[src/rtl/rf_wb_arbiter.sv]
`default_nettype none
// +--------------------------------------------------------------------------+
// | Module   : rf_wb_arbiter                                                 |
// | Purpose  : Owns the single GPR-file write port. W-stage pipeline writes   |
// |            always win. Multiply/divide results are queued in a small     |
// |            FIFO and drained into cycles the pipeline leaves idle.        |
// |            A busy mask of GPRs with queued writes is exported so the     |
// |            hazard unit can stall readers of those registers.             |
// | Ports    : clk, reset (async, active-low)                                |
// |            pipe_we/pipe_a3/pipe_wd/pipe_pc : W-stage write request       |
// |            md_valid/md_ready/md_a3/md_wd/md_pc : MD result handshake     |
// |            RFWe/A3/RF_WD/WPC : registered GPR write port (WPC for trace) |
// |            busy_mask : GPRs targeted by live queued entries             |
// |            fifo_cnt  : occupied FIFO slots (live or killed)              |
// | Config   : RF_WB_TRACE_EN - print one line per committed GPR write      |
// | Revision : 1.0 - initial release                                         |
// +--------------------------------------------------------------------------+
module rf_wb_arbiter #(
  parameter int DEPTH = 4,
  parameter int AW    = 2
) (
  input  logic          clk,
  input  logic          reset,
  input  logic          pipe_we,
  input  logic [4:0]    pipe_a3,
  input  logic [31:0]   pipe_wd,
  input  logic [31:0]   pipe_pc,
  input  logic          md_valid,
  output logic          md_ready,
  input  logic [4:0]    md_a3,
  input  logic [31:0]   md_wd,
  input  logic [31:0]   md_pc,
  output logic          RFWe,
  output logic [4:0]    A3,
  output logic [31:0]   RF_WD,
  output logic [31:0]   WPC,
  output logic [31:0]   busy_mask,
  output logic [AW:0]   fifo_cnt
);

  localparam logic [AW:0] c_depth = (AW+1)'(DEPTH);

  // FIFO storage; an entry is live only while it is queued and not killed,
  // so live implies occupied and the busy mask needs no range check.
  logic          r_live [DEPTH];
  logic [4:0]    r_a3   [DEPTH];
  logic [31:0]   r_wd   [DEPTH];
  logic [31:0]   r_pc   [DEPTH];
  logic [AW-1:0] r_wr_ptr;
  logic [AW-1:0] r_rd_ptr;
  logic [AW:0]   r_cnt;

  logic          r_rfwe;
  logic [4:0]    r_a3_out;
  logic [31:0]   r_wd_out;
  logic [31:0]   r_pc_out;

  logic          w_pipe;
  logic          w_pop;
  logic          w_push;
  logic          w_push_entry;
  logic          w_commit;
  logic [4:0]    w_nxt_a3;
  logic [31:0]   w_nxt_wd;
  logic [31:0]   w_nxt_pc;
  logic [31:0]   w_busy;

  // A write to $0 is architecturally a no-op, so it leaves the port free.
  assign w_pipe       = pipe_we && (pipe_a3 != 5'd0);
  assign w_pop        = !w_pipe && (r_cnt != '0);
  assign md_ready     = reset && (r_cnt != c_depth);
  assign w_push       = md_valid && md_ready;
  // MD results for $0 complete the handshake but never occupy a slot.
  assign w_push_entry = w_push && (md_a3 != 5'd0);

  always_comb begin
    w_nxt_a3 = r_a3[r_rd_ptr];
    w_nxt_wd = r_wd[r_rd_ptr];
    w_nxt_pc = r_pc[r_rd_ptr];
    w_commit = w_pop && r_live[r_rd_ptr];
    if (w_pipe) begin
      w_nxt_a3 = pipe_a3;
      w_nxt_wd = pipe_wd;
      w_nxt_pc = pipe_pc;
      w_commit = 1'b1;
    end
  end

  // Output stage: address/data/PC only update on a real write, otherwise hold.
  always_ff @(posedge clk or negedge reset) begin
    if (!reset) begin
      r_rfwe   <= 1'b0;
      r_a3_out <= 5'd0;
      r_wd_out <= 32'd0;
      r_pc_out <= 32'd0;
    end else begin
      r_rfwe <= w_commit;
      if (w_commit) begin
        r_a3_out <= w_nxt_a3;
        r_wd_out <= w_nxt_wd;
        r_pc_out <= w_nxt_pc;
      end
    end
  end

  // Pointers, occupancy and live bits.
  always_ff @(posedge clk or negedge reset) begin
    if (!reset) begin
      r_wr_ptr <= '0;
      r_rd_ptr <= '0;
      r_cnt    <= '0;
      for (int i = 0; i < DEPTH; i++) r_live[i] <= 1'b0;
    end else begin
      // A younger pipeline write to the same GPR makes queued MD results stale.
      for (int i = 0; i < DEPTH; i++) begin
        if (w_pipe && r_live[i] && (r_a3[i] == pipe_a3)) r_live[i] <= 1'b0;
      end
      if (w_pop) begin
        r_live[r_rd_ptr] <= 1'b0;
        r_rd_ptr         <= r_rd_ptr + 1'b1;
      end
      // Written last: an entry enqueued on a kill edge is younger and survives.
      if (w_push_entry) begin
        r_live[r_wr_ptr] <= 1'b1;
        r_wr_ptr         <= r_wr_ptr + 1'b1;
      end
      case ({w_push_entry, w_pop})
        2'b10:   r_cnt <= r_cnt + 1'b1;
        2'b01:   r_cnt <= r_cnt - 1'b1;
        default: r_cnt <= r_cnt;
      endcase
    end
  end

  // Payload storage needs no reset; it is only observed through live entries.
  always_ff @(posedge clk) begin
    if (w_push_entry) begin
      r_a3[r_wr_ptr] <= md_a3;
      r_wd[r_wr_ptr] <= md_wd;
      r_pc[r_wr_ptr] <= md_pc;
    end
  end

  always_comb begin
    w_busy = 32'd0;
    for (int i = 0; i < DEPTH; i++) begin
      if (r_live[i]) w_busy[r_a3[i]] = 1'b1;
    end
    w_busy[0] = 1'b0;
  end

  assign busy_mask = w_busy;
  assign fifo_cnt  = r_cnt;
  assign RFWe      = r_rfwe;
  assign A3        = r_a3_out;
  assign RF_WD     = r_wd_out;
  assign WPC       = r_pc_out;

`ifdef RF_WB_TRACE_EN
  // Prints the values being committed on this edge.
  always_ff @(posedge clk) begin
    if (reset && w_commit) begin
      $display("%d@%h: $%d <= %h", $time, w_nxt_pc, w_nxt_a3, w_nxt_wd);
    end
  end
`endif

endmodule
`default_nettype wire
[config.mk]
export PLATFORM = sky130hd
export DESIGN_NAME = rf_wb_arbiter
export DESIGN_NICKNAME = d
export VERILOG_FILES = /design/src/rtl/rf_wb_arbiter.sv
export SDC_FILE = /design/constraint.sdc
export NUM_CORES = 1
export LEC_CHECK = 0
export BUFFER_PORTS_ARGS = -buffer_cell sky130_fd_sc_hd__buf_4
export CORE_AREA = 2 2 189 191
export CTS_CLUSTER_DIAMETER = 60
export DETAILED_ROUTE_END_ITERATION = 10
export DIE_AREA = 0 0 191 193
export PLACE_DENSITY = 0.65
export REMOVE_ABC_BUFFERS = 1
export SETUP_SLACK_MARGIN = 0.15
export SKIP_CTS_REPAIR_TIMING = 1
export SYNTH_ARGS = -nofsm -noshare
export SYNTH_HDL_FRONTEND = slang
export SYNTH_SLANG_ARGS = --single-unit
export TNS_END_PERCENT = 100
[constraint.sdc]
create_clock -name clk -period 6.9 [get_ports clk]
set_clock_uncertainty 0.15 [all_clocks]
set_input_delay 2.07 -clock clk [delete_from_list [all_inputs] [get_ports clk]]
set_output_delay 2.07 -clock clk [all_outputs]
set_load 0.1 [all_outputs]
; Yosys cells after proc, flatten, opt, wreduce, memory -nomap -nowiden
; Memory sizes are Yosys's and may differ from the RTL's.
; Cells that the tools add are included.
[totals]
output_inout_bits = 106
regBits = 81
word_cells = 102
mem_count = 3
input_bits = 142
ram_bits = 276
[op_classes]
n_reduce_logical = 25
eq_ne = 7
magnitude_cmp = 12
mux = 32
addsub = 4
bitwise = 8
[mem_list]
columns = name, depth, width, rd, rd_ports_with_merged_regs, write_ports, line_no
row1 = r_pc, 4, 32, 1, 0, 1, 48  ; logic [31:0] r_pc [DEPTH];
row2 = r_wd, 4, 32, 1, 0, 1, 47  ; logic [31:0] r_wd [DEPTH];
row3 = r_a3, 4, 5, 5, 0, 1, 46  ; logic [4:0] r_a3 [DEPTH];
[ops]
columns = cell, count
row1 = $mux 32, 6
row2 = $or 32x32->32, 3
row3 = $lt 5x6->1 const B, 4
row4 = $demux 1 s5, 4
row5 = $eq 5x5->1, 4
row6 = $ge 5x1->1 const B, 4
row7 = $logic_and 1x1->1, 20
row8 = $mux 1, 15
row9 = $reduce_bool 5->1, 2
row10 = $mux 4, 2
row11 = $ge 3x3->1 const B, 2
row12 = $lt 3x1->1 const B, 2
row13 = $not 2->3, 2
row14 = $pmux 3 s2, 1
row15 = $mux 5, 1
row16 = $add 2x1->2 const B, 2
row17 = $and 4x4->4, 1
row18 = $demux 1 s2, 2
row19 = $not 4->4, 1
row20 = $or 4x4->4, 1
row21 = $add 3x1->3 const B, 1
row22 = $ne 3x3->1 const B, 1
row23 = $reduce_bool 3->1, 1
row24 = $sub 3x1->3 const B, 1
row25 = 5 further kinds, 5

; Depth between registers and ports, before layout
; Gate-level depths: netlist (run 1).
; An unclocked memory read counts as a cell.
[depth]
depth_word = 12
depth_mapped = 11
depth_no_buf = 10

; Worst setup path after synthesis (run 1)
; No wires, ideal clock.
[synth_timing]
path_type = input to register
from = in reset
to = mem r_a3[0][0] (enable)
path_buffers = 1
required_time_ns = 6.316
arrival_ns = 5.963
setup_time_ns = 0.434
path_stages = 5
slack_ns = 0.352
cell_sequence = inv_1 a31oi_1 o211a_1 clkbuf_1 and2_1
[synth_via]
elab_chain_cells = 5
[synth_rtl]
columns = item, line_no
row1 = from (decl), 23  ; input logic reset,
row2 = $logic_and 1x1->1, 71  ; assign md_ready = reset && (r_cnt != c_depth);
row3 = via md_ready, 29  ; output logic md_ready,
row4 = $logic_and 1x1->1, 72  ; assign w_push = md_valid && md_ready;
row5 = $logic_and 1x1->1, 74  ; assign w_push_entry = w_push && (md_a3 != 5'd0);
row6 = $mux 1, 137  ; if (w_push_entry) begin
row7 = $mux 1 (not written as such), 138  ; r_a3[r_wr_ptr] <= md_a3;
row8 = to (decl), 46
; The timed path passes the listed nets, and every way through them passes these cells.

==> flow_metrics.py, run 1 <==
metrics = {
    "outcome": {
        "outcome": "finished, final reports clean",
    },
    "route": {
        "via_per_inst": 5.47,
        "drcViolationCount": 0,
        "drt_iter0_drc": 552,
        "avgRoutedWirePerCell_um": 22.0,
        "finalWirelength_mm": 34.4,
        "ant_nets": 0,
        "firstDrtPassIters": 5,
        "via_count": 8561,
    },
    "sta": {
        "final_max_slew_viol_count": 0,
        "setup_viol": 0,
        "worst_pin_slew_ns": 1.27,
        "finalWorstSetupSlack_ns": 1.83,
        "hold_viol": 0,
        "grt_setup_unrepaired": "no",
        "holdWs_ns": 0.354,
        "post-route-period-util": 0.734,
        "maxSlewHeadroom": 0.153,
        "period_minus_slack_ns": 5.07,
        "fmax_ghz": 0.197,
    },
    "power_and_ir_drop": {
        "p_per_area_nw_per_um2": 481,
        "fin_total_pwr_mw": 9.17,
        "ir_worst_vdd_mv": 0.402,
        "p_leak_nw": 7.16,
    },
    "placed_design": {
        "io_buffers": 246,
        "gp_congestion": 0.860,
        "dp_slack_ns": 1.86,
        "dp_hpwl_mm": 21.6,
    },
    "synthesis": {
        "synth_flop_cell": "edfxtp_1",
        "async_flop_share": 0.227,
        "synthTopCellsByArea": "edfxtp_1 54%, dfrtp_1 13%, mux4_2 10%",
        "synth_area_per_cell_um2": 18.6,
        "syn-instance-count": 827,
        "yosysMostFrequentCell": "edfxtp_1",
        "ys_top_cells_by_count": "276 x edfxtp_1, 81 x dfrtp_1, 81 x mux2_2, 70 x mux4_2, 49 x mux2_4",
        "synth_top_area_frac": 0.538,
        "synth_enable_flop_cells": 276,
        "synth_top_cell_by_area": "edfxtp_1",
        "ys_types": 44,
        "seq_area_frac_synth": 0.669,
        "yosys_warnings": 0,
        "yosys_register_bits": 357,
        "syn_area_um2": 15400,
    },
    "worst_setup_path": {
        "crit_path_end_kind": "output pin",
        "cp.arrival_ns": 2.85,
        "cp_max_fo": 7,
        "reg2reg_slack_ns": 3.39,
        "worst-setup-path-type": "reg -> out",
        "crit_path_start_kind": "register",
        "crit_required_ns": 4.68,
    },
    "die": {
        "core_region_area_um2": 35000,
        "io_pins": 248,
        "die_y_um": 193,
        "die_w_um": 191,
        "initial_utilization": 0.441,
        "dieArea_um2": 36900,
        "std_cell_rows": 69,
    },
    "finish": {
        "area_growth_pct": 23.9,
        "fin_util": 0.546,
        "drive_gt1_frac": 0.491,
        "fin_nets": 1224,
        "antenna_cells": 0,
    },
    "grt": {
        "grt_use_total": 0.187,
        "grt_pass1_wl_mm": 52.4,
        "gr-total-overflow": 0,
        "grt_max_degree": 57,
        "grt_pass1_vias": 8961,
        "antenna_found_initial": 1,
    },
    "clock_network": {
        "cts_tree": "built",
        "clk_pin_slew_ns": 0.06,
        "clk_path_buf_depth": 3,
        "htreeDepth": 2,
        "cts-buffers-inserted": 40,
        "clk_latency_ns": 0.53,
        "cts.sinks": 357,
        "cts_root_buf": "clkbuf_16",
    },
    "flow_run": {
        "cap_violations": 0,
    },
    "hold_path": {
        "hp-class": "reg -> reg",
    },
}
[path summary, 6_finish.rpt]
| kind | from | endpoint | cells after the start |
|---|---|---|---|
| worst max-delay path | r_a3[0][1] | busy_mask[4] | 4 |
| worst min-delay path | RF_WD[15] | RF_WD[15] | 1 |
| worst max register to register | r_rd_ptr[0] | RF_WD[21] | 5 |
| worst min register to register | RF_WD[15] | RF_WD[15] | 1 |
| max in group asynchronous | reset | WPC[7] | 3 |
| min in group asynchronous | reset | RF_WD[21] | 2 |
[worst max-delay path: stages, from the launching register on]
cell	delay (ns)
edfxtp_1	0.50
nor3b_1	1.06
a22oi_1	0.23
o221ai_1	0.19
buf_4	0.35
[layout by cell type, fill, tap and decap left out, drive strengths merged, types with 2 or more instances in the layout]
cell type,n
o221ai,13
clkinvlp,3
inv,9
and2,4
xor2,10
o2bb2ai,4
dfrtp,81
or3b,6
and3,4
and3b,6
edfxtp,276
mux2,130
xnor2,15
nand3,8
clkbuf,55
mux2i,6
or4,2
o41ai,4
a221o,16
bufinv,4
o22ai,16
a21oi,2
nor3,3
clkinv,12
or3,2
o21ai,6
nor2,10
nand2,14
ha,9
mux4,70
nor3b,12
nand3b,10
o211ai,2
buf,261
a22oi,13
[through the flow]
stage / std cells / TNS (ns) / area, µm²
2_1_floorplan: 769 / -1.40 / 15100
3_3_place_gp: 1491 / 0 / 17700
3_5_place_dp: 1491 / 0 / 17700
4_1_cts: 1565 / 0 / 19100
5_1_grt: 1565 / 0 / 19100
6_report: 1565 / 0 / 19100
[sequential cells by signal, indices dropped and copies added, names as in the netlist]
register  flops
WPC          32
r_wd        128
A3            5
r_pc        128
r_live        4
fifo_cnt      3
r_rd_ptr      2
r_wr_ptr      2
RFWe          1
r_a3         20
RF_WD        32
[power by group]
part,switching [mW],internal [mW]
clock,0.846,1.34
combinational,2.60,1.32
sequential,0.311,2.75
[metal layers]
metal  vias to the layer above  wire length [µm]  global-route usage
met5                         -                13                   0
met4                         2               571              0.0489
met3                        51              2560              0.0460
met2                       343             16700               0.305
met1                      4335             14500               0.251
li1                       3830                 -                   -
[area by class of cell]
| type | instances | area, µm² |
|---|---|---|
| Inverter | 9 | 33.8 |
| Multi-Input combinational cell | 403 | 4790 |
| Fill cell | 2797 | 15900 |
| Clock buffer | 55 | 1160 |
| Sequential cell | 357 | 10300 |
| Clock inverter | 19 | 244 |
| Tap cell | 461 | 577 |
| Timing Repair Buffer | 261 | 1960 |
[cells by family (layout without fill, tap and decap cells)]
family,Yosys count,count (layout),synth area share
other cells,1,1,0.000243
buf+inv,67,344,0.0206
compound gates,79,79,0.0410
fa+ha+maj,10,10,0.00861
mux,206,206,0.213
simple gates,82,82,0.0326
xor+xnor,25,25,0.0142
flops,357,357,0.669
(Power assumes the default switching activity.)
==> inputs of run 2 (changes only) <==
--- a/config.mk
+++ b/config.mk
@@ -5,12 +5,12 @@
 export SDC_FILE = /design/constraint.sdc
 export NUM_CORES = 1
 export LEC_CHECK = 0
+export ABC_AREA = 1
 export BUFFER_PORTS_ARGS = -buffer_cell sky130_fd_sc_hd__buf_4
-export CORE_AREA = 2 2 189 191
+export CORE_AREA = 2 2 191 193
 export CTS_CLUSTER_DIAMETER = 60
 export DETAILED_ROUTE_END_ITERATION = 10
-export DIE_AREA = 0 0 191 193
-export PLACE_DENSITY = 0.65
+export DIE_AREA = 0 0 193 195
 export REMOVE_ABC_BUFFERS = 1
 export SETUP_SLACK_MARGIN = 0.15
 export SKIP_CTS_REPAIR_TIMING = 1
==> constraint.sdc (replaced) <==
create_clock -name clk -period 4.9 [get_ports clk]
set_clock_uncertainty 0.15 [all_clocks]
set_input_delay 1.47 -clock clk [delete_from_list [all_inputs] [get_ports clk]]
set_output_delay 1.47 -clock clk [all_outputs]
set_load 0.1 [all_outputs]
==> flow_metrics.py, run 2 <==
metrics = {
    "worst_setup_path": {
        "path_cells": "inv_1 -> nand3_1 -> or2_2 -> o2111ai_1 -> buf_4",
        "cp.arrival_ns": 2.27,
        "r2r_end": "RF_WD[28]",
        "cpPeakStageDelay_ns": 0.47,
        "cp_max_fo": 7,
        "crit_path_end_kind": "output pin",
        "reg2reg_slack_ns": 1.62,
        "crit_required_ns": 3.28,
        "slowest_stage": "edfxtp_1",
        "r2r_cells": 9,
        "worst-setup-path-type": "reg -> out",
        "crit_path_start_kind": "register",
        "r2r-start": "r_rd_ptr[0]",
    },
    "synthesis": {
        "syn-instance-count": 1508,
        "ys_top_cells_by_count": "279 x nor2_1, 276 x edfxtp_1, 217 x nand2_1, 193 x nand3_1, 128 x o21ai_0",
        "ys_types": 29,
        "yosys_warnings": 0,
        "synth_area_per_cell_um2": 10.5,
        "syn_area_um2": 15800,
        "synth_top_area_frac": 0.526,
        "seq_area_frac_synth": 0.655,
        "synth_top_cell_by_area": "edfxtp_1",
        "yosys_register_bits": 357,
        "synth_flop_cell": "edfxtp_1",
        "synthTopCellsByArea": "edfxtp_1 53%, dfrtp_1 13%, nor2_1 6.6%",
        "synth_enable_flop_cells": 276,
        "async_flop_share": 0.227,
        "yosysMostFrequentCell": "nor2_1",
    },
    "grt": {
        "grt_max_degree": 86,
        "grt_use_total": 0.227,
        "gr-total-overflow": 0,
        "grt_pass1_vias": 11670,
        "antenna_found_initial": 2,
        "grt_pass1_wl_mm": 66.3,
    },
    "hold_path": {
        "worstHoldPathCells": 2,
        "hp-class": "reg -> reg",
        "hp-start": "WPC[29]",
        "holdPathEnd": "WPC[29]",
    },
    "power_and_ir_drop": {
        "p_leak_nw": 7.80,
        "internal-power_mw": 6.84,
        "clkPwrFrac": 0.220,
        "power_frac_comb": 0.447,
        "p_sw_mw": 6.03,
        "switching_share": 0.469,
        "p_per_area_nw_per_um2": 670,
        "ir_worst_vdd_mv": 0.544,
        "fin_total_pwr_mw": 12.9,
        "p_seq_frac": 0.333,
    },
    "die": {
        "die_y_um": 195,
        "io_pins": 248,
        "initial_utilization": 0.445,
        "dieArea_um2": 37600,
        "core_region_area_um2": 35400,
        "std_cell_rows": 69,
        "die_w_um": 193,
    },
    "route": {
        "ant_nets": 0,
        "dr_wl_met3_mm": 2.96,
        "avgRoutedWirePerCell_um": 19.3,
        "firstDrtPassIters": 8,
        "met2_length_mm": 20.3,
        "highest_layer": "met4",
        "finalWirelength_mm": 42.8,
        "drt_iter0_drc": 911,
        "via_per_inst": 5.33,
        "drcViolationCount": 0,
        "wl_met1_mm": 18.6,
        "via_count": 11817,
    },
    "finish": {
        "fin_nets": 1879,
        "drive_gt1_frac": 0.218,
        "top_regs": "r_pc x128, r_wd x128",
        "area_growth_pct": 21.9,
        "nFillCells": 3092,
        "layout_common_cells": "279 x nor2_1, 276 x edfxtp_1, 258 x buf_4, 217 x nand2_1, 193 x nand3_1",
        "seq_area_um2": 10300,
        "layout.cells.non_filler": 2219,
        "fin_util": 0.543,
        "multiInputGateArea_um2": 4810,
        "final_common_cell": "nor2_1",
    },
    "clock_network": {
        "htreeDepth": 2,
        "cts_tree": "built",
        "cts-buffers-inserted": 38,
        "clk_path_buf_depth": 3,
        "cts.sinks": 357,
        "clk_latency_ns": 0.52,
        "cts_root_buf": "clkbuf_16",
        "clk_pin_slew_ns": 0.06,
    },
    "placed_design": {
        "dp_slack_ns": 0.995,
        "dp_hpwl_mm": 26.6,
        "io_buffers": 246,
        "dp_cells": 2148,
        "gp_congestion": 0.927,
    },
    "sta": {
        "post-route-period-util": 0.794,
        "hold_viol": 0,
        "worst_pin_slew_ns": 0.972,
        "fmax_ghz": 0.257,
        "grt_setup_unrepaired": "no",
        "period_minus_slack_ns": 3.89,
        "maxSlewHeadroom": 0.352,
        "final_max_slew_viol_count": 0,
        "holdWs_ns": 0.328,
        "finalWorstSetupSlack_ns": 1.01,
        "setup_viol": 0,
    },
    "outcome": {
        "outcome": "finished, final reports clean",
    },
    "flow_run": {
        "cap_violations": 0,
    },
}
## run 2: cell count changes in the layout (fill, tap and decap cells not counted), sizes merged, moves of 10 or more
cell,delta
mux4,-70
o22ai,+16
o21ai,+129
a21oi,+15
inv,+46
nand2,+205
mux2,-130
nand3b,-10
a22oi,-13
or2,+82
a221o,-16
nor2,+269
nand3,+185
nor3b,-12
## run 2: metrics by stage
stage,cell area (µm²),setup TNS (ns)
3_5_place_dp,18000,0
2_1_floorplan,15300,-304.78
3_3_place_gp,18000,0
6_report,19200,0
5_1_grt,19200,0
4_1_cts,19200,0
## run 2: critical path: cells and delay by family (launching register included)
| family | cells | cell delay (ns) |
|---|---|---|
| AOI/OAI and AO/OA | 1 | 0.13 |
| DFF | 1 | 0.47 |
| buffers and inverters | 2 | 0.48 |
| and+or+nand+nor | 2 | 0.69 |
## run 2: area by class of cell
class,count,area share
Tap cell,461,0.0300
Clock buffer,49,0.0549
Multi-Input combinational cell,1010,0.251
Clock inverter,20,0.00925
Antenna cell,2,0.000261
Sequential cell,357,0.537
Inverter,57,0.0115
Timing Repair Buffer,263,0.106
## run 2: power by group through the flow
stage                     Combinational, mW  Sequential [mW]  Clock [mW]
final                                  5.76             4.28        2.83
after global routing                   6.21             4.34        3.01
after CTS                              5.82             4.27        2.89
after detailed placement               5.82             4.32           0
after global placement                 5.77             4.32           0
after floorplan                        1.91             6.57           0
## run 2: layer usage
| metal | global-route usage | vias up |
|---|---|---|
| met4 | 0.0640 | 0 |
| li1 | - | 5640 |
| met1 | 0.315 | 5712 |
| met3 | 0.0412 | 73 |
| met2 | 0.367 | 392 |
| met5 | 0 | - |
## run 2: how the worst max path moves through the flow
stage | from | end | slack, ns | depth (start not counted)
after floorplan | r_rd_ptr[0] | RF_WD[0] | -1.01 | 9
after global placement | reset | md_ready | 0.97 | 4
after detailed placement | reset | md_ready | 0.99 | 4
after CTS | reset | md_ready | 1.0 | 4
after global routing | r_a3[3][1] | busy_mask[1] | 0.89 | 5
final | r_a3[3][1] | busy_mask[1] | 1.01 | 5
## run 2: logic make-up after synthesis
family,count (synthesis),synth area share
DFF,357,0.655
adders and majority gates,10,0.00842
xor gates and xnor gates,18,0.0100
and+or+nand+nor,775,0.213
buffers and inverters,141,0.0408
other,1,0.000238
AOI/OAI and AO/OA,206,0.0726
